## src/rtl/cordic_ctrl_pkg.sv

```systemverilog
// -----------------------------------------------------------------------------
// cordic_ctrl_pkg
// Shared definitions for the CORDIC Arch3 operand-mux sequencer:
//   - state_e  : sequencer state enumeration
//   - SEL_*    : select codes of the 3x1 operand mux (plus the zero input)
// No ports (package).
// -----------------------------------------------------------------------------
package cordic_ctrl_pkg;

  typedef enum logic [2:0] {
    ST_IDLE  = 3'd0,
    ST_CLEAR = 3'd1,
    ST_LOAD  = 3'd2,
    ST_ITER  = 3'd3,
    ST_SCALE = 3'd4,
    ST_DONE  = 3'd5
  } state_e;

  localparam logic [1:0] SEL_ZERO = 2'b00;
  localparam logic [1:0] SEL_CH0  = 2'b01;
  localparam logic [1:0] SEL_CH1  = 2'b10;
  localparam logic [1:0] SEL_CH2  = 2'b11;

endpackage

```

## src/rtl/cordic_mux_sequencer_if.sv

```systemverilog
// -----------------------------------------------------------------------------
// cordic_mux_sequencer_if
// Handshake and control bus between the sequencer and its environment.
//   beg_op   : start request            (master -> slave)
//   ack_op   : result acknowledge       (master -> slave)
//   abort    : cancel current operation (master -> slave)
//   sel_mux  : operand mux select       (slave -> master)
//   load_en  : mux-output register load (slave -> master)
//   iter_idx : micro-rotation index     (slave -> master)
//   busy     : sequencer not idle       (slave -> master)
//   ready    : result valid until ack   (slave -> master)
// Modports: master (requester side), slave (sequencer side).
// -----------------------------------------------------------------------------
interface cordic_mux_sequencer_if #(
  parameter int ITER = 16,
  parameter int CW   = $clog2(ITER)
) ();

  logic          beg_op;
  logic          ack_op;
  logic          abort;
  logic [1:0]    sel_mux;
  logic          load_en;
  logic [CW-1:0] iter_idx;
  logic          busy;
  logic          ready;

  modport master (
    output beg_op, ack_op, abort,
    input  sel_mux, load_en, iter_idx, busy, ready
  );

  modport slave (
    input  beg_op, ack_op, abort,
    output sel_mux, load_en, iter_idx, busy, ready
  );

endinterface

```

## src/rtl/cordic_iter_counter.sv

```systemverilog
// -----------------------------------------------------------------------------
// cordic_iter_counter
// CW-bit micro-rotation index counter. Saturates at ITER-1 (never wraps) and
// flags the terminal count.
// Ports:
//   clk     : clock, rising edge
//   rst_n   : asynchronous active-low reset
//   clr_i   : synchronous clear (wins over enable)
//   en_i    : count enable
//   idx_o   : current index
//   term_o  : idx_o == ITER-1
// -----------------------------------------------------------------------------
module cordic_iter_counter #(
  parameter int ITER = 16,
  parameter int CW   = $clog2(ITER)
) (
  input  logic          clk,
  input  logic          rst_n,
  input  logic          clr_i,
  input  logic          en_i,
  output logic [CW-1:0] idx_o,
  output logic          term_o
);

  logic [CW-1:0] idx_q;
  logic [CW-1:0] idx_d;

  assign term_o = (idx_q == CW'(ITER - 1));
  assign idx_o  = idx_q;

  always_comb begin
    idx_d = idx_q;
    if (clr_i) begin
      idx_d = '0;
    end else if (en_i && !term_o) begin
      idx_d = idx_q + CW'(1);
    end
  end

  always_ff @(posedge clk or negedge rst_n) begin
    if (!rst_n) begin
      idx_q <= '0;
    end else begin
      idx_q <= idx_d;
    end
  end

endmodule

```

## src/rtl/cordic_mux_sequencer.sv

```systemverilog
// -----------------------------------------------------------------------------
// cordic_mux_sequencer
// Control FSM for the CORDIC Arch3 operand 3x1 mux. Sequences a register
// clear, the initial ch_0 load, ITER ch_1 feedback iterations and (optionally)
// one ch_2 scale-correction pass, then holds ready until acknowledged.
//
// Build option:
//   CORDIC_SCALE_EN defined   : SCALE state present, beg->ready = ITER+4 cycles
//   CORDIC_SCALE_EN undefined : ITER goes straight to DONE, beg->ready = ITER+3,
//                               sel_mux never takes the ch_2 code
//
// Ports:
//   clk    : system clock, rising edge
//   rst_n  : asynchronous active-low reset
//   bus    : cordic_mux_sequencer_if.slave
//            in : beg_op, ack_op, abort
//            out: sel_mux, load_en, iter_idx, busy, ready
// -----------------------------------------------------------------------------
module cordic_mux_sequencer
  import cordic_ctrl_pkg::*;
#(
  parameter int ITER = 16,
  parameter int CW   = $clog2(ITER)
) (
  input  logic                         clk,
  input  logic                         rst_n,
  cordic_mux_sequencer_if.slave        bus
);

  state_e        state_q;
  logic [1:0]    sel_q;
  logic          load_q;
  logic          busy_q;
  logic          ready_q;

  logic          cnt_clr;
  logic          cnt_en;
  logic          cnt_term;
  logic [CW-1:0] cnt_idx;

  // The counter only runs in ITER. Clearing it everywhere else (and on the
  // terminal cycle / abort) keeps iter_idx at 0 outside ITER and guarantees a
  // fresh 0 on every entry to ITER.
  assign cnt_en  = (state_q == ST_ITER);
  assign cnt_clr = (state_q != ST_ITER) || cnt_term || bus.abort;

  cordic_iter_counter #(
    .ITER (ITER),
    .CW   (CW)
  ) u_iter_counter (
    .clk    (clk),
    .rst_n  (rst_n),
    .clr_i  (cnt_clr),
    .en_i   (cnt_en),
    .idx_o  (cnt_idx),
    .term_o (cnt_term)
  );

  // Outputs are registered alongside the state so each one is a plain flop;
  // the only combinational path is abort killing the load strobe immediately.
  // load_q is already 0 in IDLE, so abort there has no visible effect.
  assign bus.sel_mux  = sel_q;
  assign bus.load_en  = load_q & ~bus.abort;
  assign bus.iter_idx = cnt_idx;
  assign bus.busy     = busy_q;
  assign bus.ready    = ready_q;

  always_ff @(posedge clk or negedge rst_n) begin
    if (!rst_n) begin
      state_q <= ST_IDLE;
      sel_q   <= SEL_ZERO;
      load_q  <= 1'b0;
      busy_q  <= 1'b0;
      ready_q <= 1'b0;
    end else if (bus.abort && (state_q != ST_IDLE)) begin
      state_q <= ST_IDLE;
      sel_q   <= SEL_ZERO;
      load_q  <= 1'b0;
      busy_q  <= 1'b0;
      ready_q <= 1'b0;
    end else begin
      case (state_q)
        ST_IDLE: begin
          if (bus.beg_op) begin
            state_q <= ST_CLEAR;
            sel_q   <= SEL_ZERO;
            load_q  <= 1'b1;
            busy_q  <= 1'b1;
            ready_q <= 1'b0;
          end
        end

        ST_CLEAR: begin
          state_q <= ST_LOAD;
          sel_q   <= SEL_CH0;
          load_q  <= 1'b1;
        end

        ST_LOAD: begin
          state_q <= ST_ITER;
          sel_q   <= SEL_CH1;
          load_q  <= 1'b1;
        end

        ST_ITER: begin
          if (cnt_term) begin
`ifdef CORDIC_SCALE_EN
            state_q <= ST_SCALE;
            sel_q   <= SEL_CH2;
            load_q  <= 1'b1;
`else
            state_q <= ST_DONE;
            sel_q   <= SEL_ZERO;
            load_q  <= 1'b0;
            ready_q <= 1'b1;
`endif
          end
        end

`ifdef CORDIC_SCALE_EN
        ST_SCALE: begin
          state_q <= ST_DONE;
          sel_q   <= SEL_ZERO;
          load_q  <= 1'b0;
          ready_q <= 1'b1;
        end
`endif

        ST_DONE: begin
          // beg_op is deliberately not looked at here: a new operation may
          // only start after at least one cycle in IDLE.
          if (bus.ack_op) begin
            state_q <= ST_IDLE;
            sel_q   <= SEL_ZERO;
            load_q  <= 1'b0;
            busy_q  <= 1'b0;
            ready_q <= 1'b0;
          end
        end

        default: begin
          state_q <= ST_IDLE;
          sel_q   <= SEL_ZERO;
          load_q  <= 1'b0;
          busy_q  <= 1'b0;
          ready_q <= 1'b0;
        end
      endcase
    end
  end

endmodule
```

## src/flat_wrapper.sv

```systemverilog
// flat-port wrapper written by rule: the top's interface ports become plain ports
module cordic_mux_sequencer_flat import cordic_ctrl_pkg::*;
#(
  parameter int ITER = 16,
  parameter int CW   = $clog2(ITER)
)
  (clk, rst_n, bus_beg_op, bus_ack_op, bus_abort, bus_sel_mux, bus_load_en, bus_iter_idx, bus_busy, bus_ready);
  cordic_mux_sequencer_if #(.ITER(ITER), .CW(CW)) bus_i ();
  input  logic clk;
  input  logic rst_n;
  input wire logic [$bits(bus_i.beg_op)-1:0] bus_beg_op;
  input wire logic [$bits(bus_i.ack_op)-1:0] bus_ack_op;
  input wire logic [$bits(bus_i.abort)-1:0] bus_abort;
  output wire logic [$bits(bus_i.sel_mux)-1:0] bus_sel_mux;
  output wire logic [$bits(bus_i.load_en)-1:0] bus_load_en;
  output wire logic [$bits(bus_i.iter_idx)-1:0] bus_iter_idx;
  output wire logic [$bits(bus_i.busy)-1:0] bus_busy;
  output wire logic [$bits(bus_i.ready)-1:0] bus_ready;
  assign bus_i.beg_op = bus_beg_op;
  assign bus_i.ack_op = bus_ack_op;
  assign bus_i.abort = bus_abort;
  assign bus_sel_mux = bus_i.sel_mux;
  assign bus_load_en = bus_i.load_en;
  assign bus_iter_idx = bus_i.iter_idx;
  assign bus_busy = bus_i.busy;
  assign bus_ready = bus_i.ready;
  cordic_mux_sequencer #(.ITER(ITER), .CW(CW)) u_core (.clk(clk), .rst_n(rst_n), .bus(bus_i));
endmodule
```

## config.mk

```make
export PLATFORM = sky130hd
export DESIGN_NAME = cordic_mux_sequencer_flat
export DESIGN_NICKNAME = d
export VERILOG_FILES = /design/src/rtl/cordic_ctrl_pkg.sv /design/src/rtl/cordic_mux_sequencer_if.sv /design/src/rtl/cordic_iter_counter.sv /design/src/rtl/cordic_mux_sequencer.sv /design/src/flat_wrapper.sv
export SDC_FILE = /design/constraint.sdc
export NUM_CORES = 1
export LEC_CHECK = 0
export ABC_AREA = 1
export CORE_UTILIZATION = 45
export CTS_CLUSTER_SIZE = 24
export DETAILED_ROUTE_END_ITERATION = 10
export GPL_TIMING_DRIVEN = 0
export PLACE_DENSITY = 0.72
export SYNTH_ARGS = -nofsm -noshare
export SYNTH_HDL_FRONTEND = slang
export SYNTH_SLANG_ARGS = --single-unit
```

## constraint.sdc

```tcl
create_clock -name clk -period 1.5 [get_ports clk]
set_clock_uncertainty 0.2 [all_clocks]
set_input_delay 0.3 -clock clk [delete_from_list [all_inputs] [get_ports clk]]
set_output_delay 0.3 -clock clk [all_outputs]
set_load 0.01 [all_outputs]
```

==> metrics <==
status=finished, final reports clean; asr flop ratio synth=between 90% and 100%; nets=~110; EDFF count, synth=0; Largest stage delay, worst path=410 ps; Rel. slew slack=64.6%; worst slew pin tran=~530 ps; CP Capture Point=bus_iter_idx[3]; proportion of layout cells with a drive suffix above 1=34.0%; CTS root buffer=clkbuf_4; VDD IR max=around 0.001 V; kind of cell adding the most delay to the critical path=flip-flops; multi-input logic area=347 sq um; count leader, synth=nand2_1; Initial Util=between 40 and 50%; Tmin final=1470 ps; global route overflow=0; Final GP Congestion=0.771; area leader, netlist=dfrtp_1; Worst Path Max Fanout=3; # fillers=91; Pins Over Slew Limit=0; clock tree sinks=12; fmax=680 MHz; Synth Area in XOR/XNOR=around 2.7%; register area share after synthesis=between 40% and 50%; reg2reg end=u_core.load_q; multiplexer share of the synthesized area=0%; DR vias/cell=between 4 and 5; row count=13; Yosys warning count=0; R2R Setup Slk=70 ps; drt drc=0; CP Launch Point=u_core.u_iter_counter.idx_o[3]; Cell Pwr Density=1560 mW/mm^2; global-route wire length before repair=2.00 mm; number of buffers and inverters on the critical path=1; number of synthesized register bits=12; post-synthesis simple-gate area fraction=a little under two fifths; synth cell count leaders=nand2_1 (16), dfrtp_1 (12), inv_1 (9); DRT iter0 DRCs=10; post-synth top area share=about 46%; Final setup viols=0; max_cap viols=0; Reg2Reg Depth=8; core footprint=about 0.0013 sq mm; die boundary height=approximately 40 um; chip width=40.1 um; drt wl/cell=11.8 um; Critical Path Stages=1; RSZ-0062 raised after global routing=true; GRT Total Usage=19.4%; Yosys cell types=24; Sequential cell area=304 sq um; Leakage=0.490 nW; synthesized area per cell=8.71 sq um; detailed placement HPWL=around 860 um; clock buffer depth=2; final WL=1.35 mm; Syn Nets=81; HP Class=primary input to asynchronous set/reset pin; pin count of the biggest net entering global routing=13; Clock Latency Late Sink=270 ps; critical path type=register to output port; Final Hold Violating Endpoints=0; CP required=1000 ps; adder-cell share of the synthesized area=under 10%; Synth Area in Compound Gates=5.56%; CTS tree=done; Main synth FF type=dfrtp_1; slowest CP cell=dfrtp_1; DR vias=about 560; H-tree Lvls=1; total die area=0.00161 sq mm; number of global-route vias before repair=roughly 470; Pre-antenna DRT Iters=4; worst-path cell chain=dlygate4sd2_1; I/O Pins=14; Arrival @ worst endpoint=around 970 ps; Reg-to-Reg Start=u_core.u_iter_counter.idx_o[0]; fin crit share=98.0%; Reg clk slew, reported paths=about 80 ps; Post-Syn Area=653 sq um; initial antenna violation count=0; I/O Buffers=13; Antenna Nets Post-Route=0; Antenna diodes=0; top post-synthesis cells by area=dfrtp_1 (46%), nand2_1 (9.2%), nand3_1 (5.4%), inv_1 (5.2%), nand2_4 (5.2%); synthesized netlist cell count=75; Layout area overhead=42.1%; WHS=175 ps; main combinational cell family by area after synthesis=simple AND/OR/NAND/NOR gates; CTS buffer count=3; crit path capture type=output port; Sum Neg Setup Slack=0 ps; Hold-fix buffers, CTS=0; Setup crit start kind=register
## layout make-up
class / count / share of cell area (%)
clock buffer: 4 / 3.91
inverter: 11 / 4.72
multi-input combinational: 52 / 37.3
sequential: 12 / 32.7
tap: 15 / 2.02
timing repair buffer: 21 / 19.3
## timing repair
| item | 4_1_cts | 5_1_grt |
|---|---|---|
| pin swaps | 2 | 2 |
| cloned | 0 | 0 |
| resized for setup | 13 | 11 |
| endpoints found under the hold margin | 0 | 0 |
| setup endpoints to repair | 11 | 9 |
| buffers inserted | 5 | 3 |
## layer usage
layer | routed length [um] | vias up | GRT usage [%]
li1 | - | 290 | -
met1 | 661 | 250 | 29.9
met2 | 608 | 10 | 23.8
met3 | 37 | 6 | 6.67
met4 | 45 | 0 | 7.76
met5 | 0 | - | 0
## report_power, final
group | leakage, nW | switching, mW | total [mW] | internal [mW]
clock network | 0.0210 | 0.104 | 0.251 | 0.147
registers | 0.155 | 0.0957 | 0.521 | 0.426
logic | 0.314 | 0.391 | 0.671 | 0.280
total | 0.490 | 0.590 | 1.44 | 0.853
## placed cells by master, fill, tap and decap left out, types with 2 or more instances in the layout
cell | synthesis | final
nor2_4 | 1 | 2
nor2_1 | 6 | 6
nand3_1 | 7 | 5
dlygate4sd2_1 | 0 | 8
nand2_4 | 3 | 3
clkbuf_4 | 0 | 3
nand3_2 | 2 | 3
dfrtp_2 | 0 | 3
buf_4 | 0 | 7
dfrtp_1 | 12 | 9
clkdlybuf4s50_1 | 0 | 3
nand3_4 | 1 | 2
nand2_2 | 3 | 4
nand2_1 | 16 | 15
inv_1 | 9 | 9
## logic make-up (layout without fill, tap and decap cells)
group / Yosys count / after routing
buffers and inverters: 11 / 36
AO/OA/AOI/OAI: 6 / 6
XOR/XNOR: 2 / 2
adder cells (fa/ha/maj): 1 / 1
AND/OR/NAND/NOR: 43 / 43
flip-flops: 12 / 12
## state kept, by name, summed over array words and instances (netlist names)
signal	count
u_core.bus.busy	1
u_core.bus.ready	1
u_core.bus.sel_mux	2
u_core.load_q	1
u_core.state_q	3
u_core.u_iter_counter.idx_o	4
## per-stage QoR
stage          setup slack (ps)  power, mW  utilization, %  instance area, sq um  std cells
6_report                   29.6       1.44            70.5                   928        115
5_1_grt                   -32.4       1.58            70.5                   928        115
4_1_cts                    13.9       1.40            66.2                   872        112
3_5_place_dp               -440       1.14            60.9                   802        103
3_3_place_gp               -428       1.13            60.9                   802        103
2_1_floorplan              47.9      0.936               -                   653         75
## how the worst min path moves through the flow
stage,endpoint,slack (ps),cells after the start
floorplan,u_core.bus.busy,-200,0
global placement,u_core.bus.sel_mux[0],260,2
detailed placement,u_core.bus.sel_mux[0],260,2
CTS,u_core.bus.sel_mux[1],200,1
global route,u_core.u_iter_counter.idx_o[3],210,1
finish,u_core.bus.sel_mux[1],180,1
Note: power is estimated with default switching activity, not from simulation.
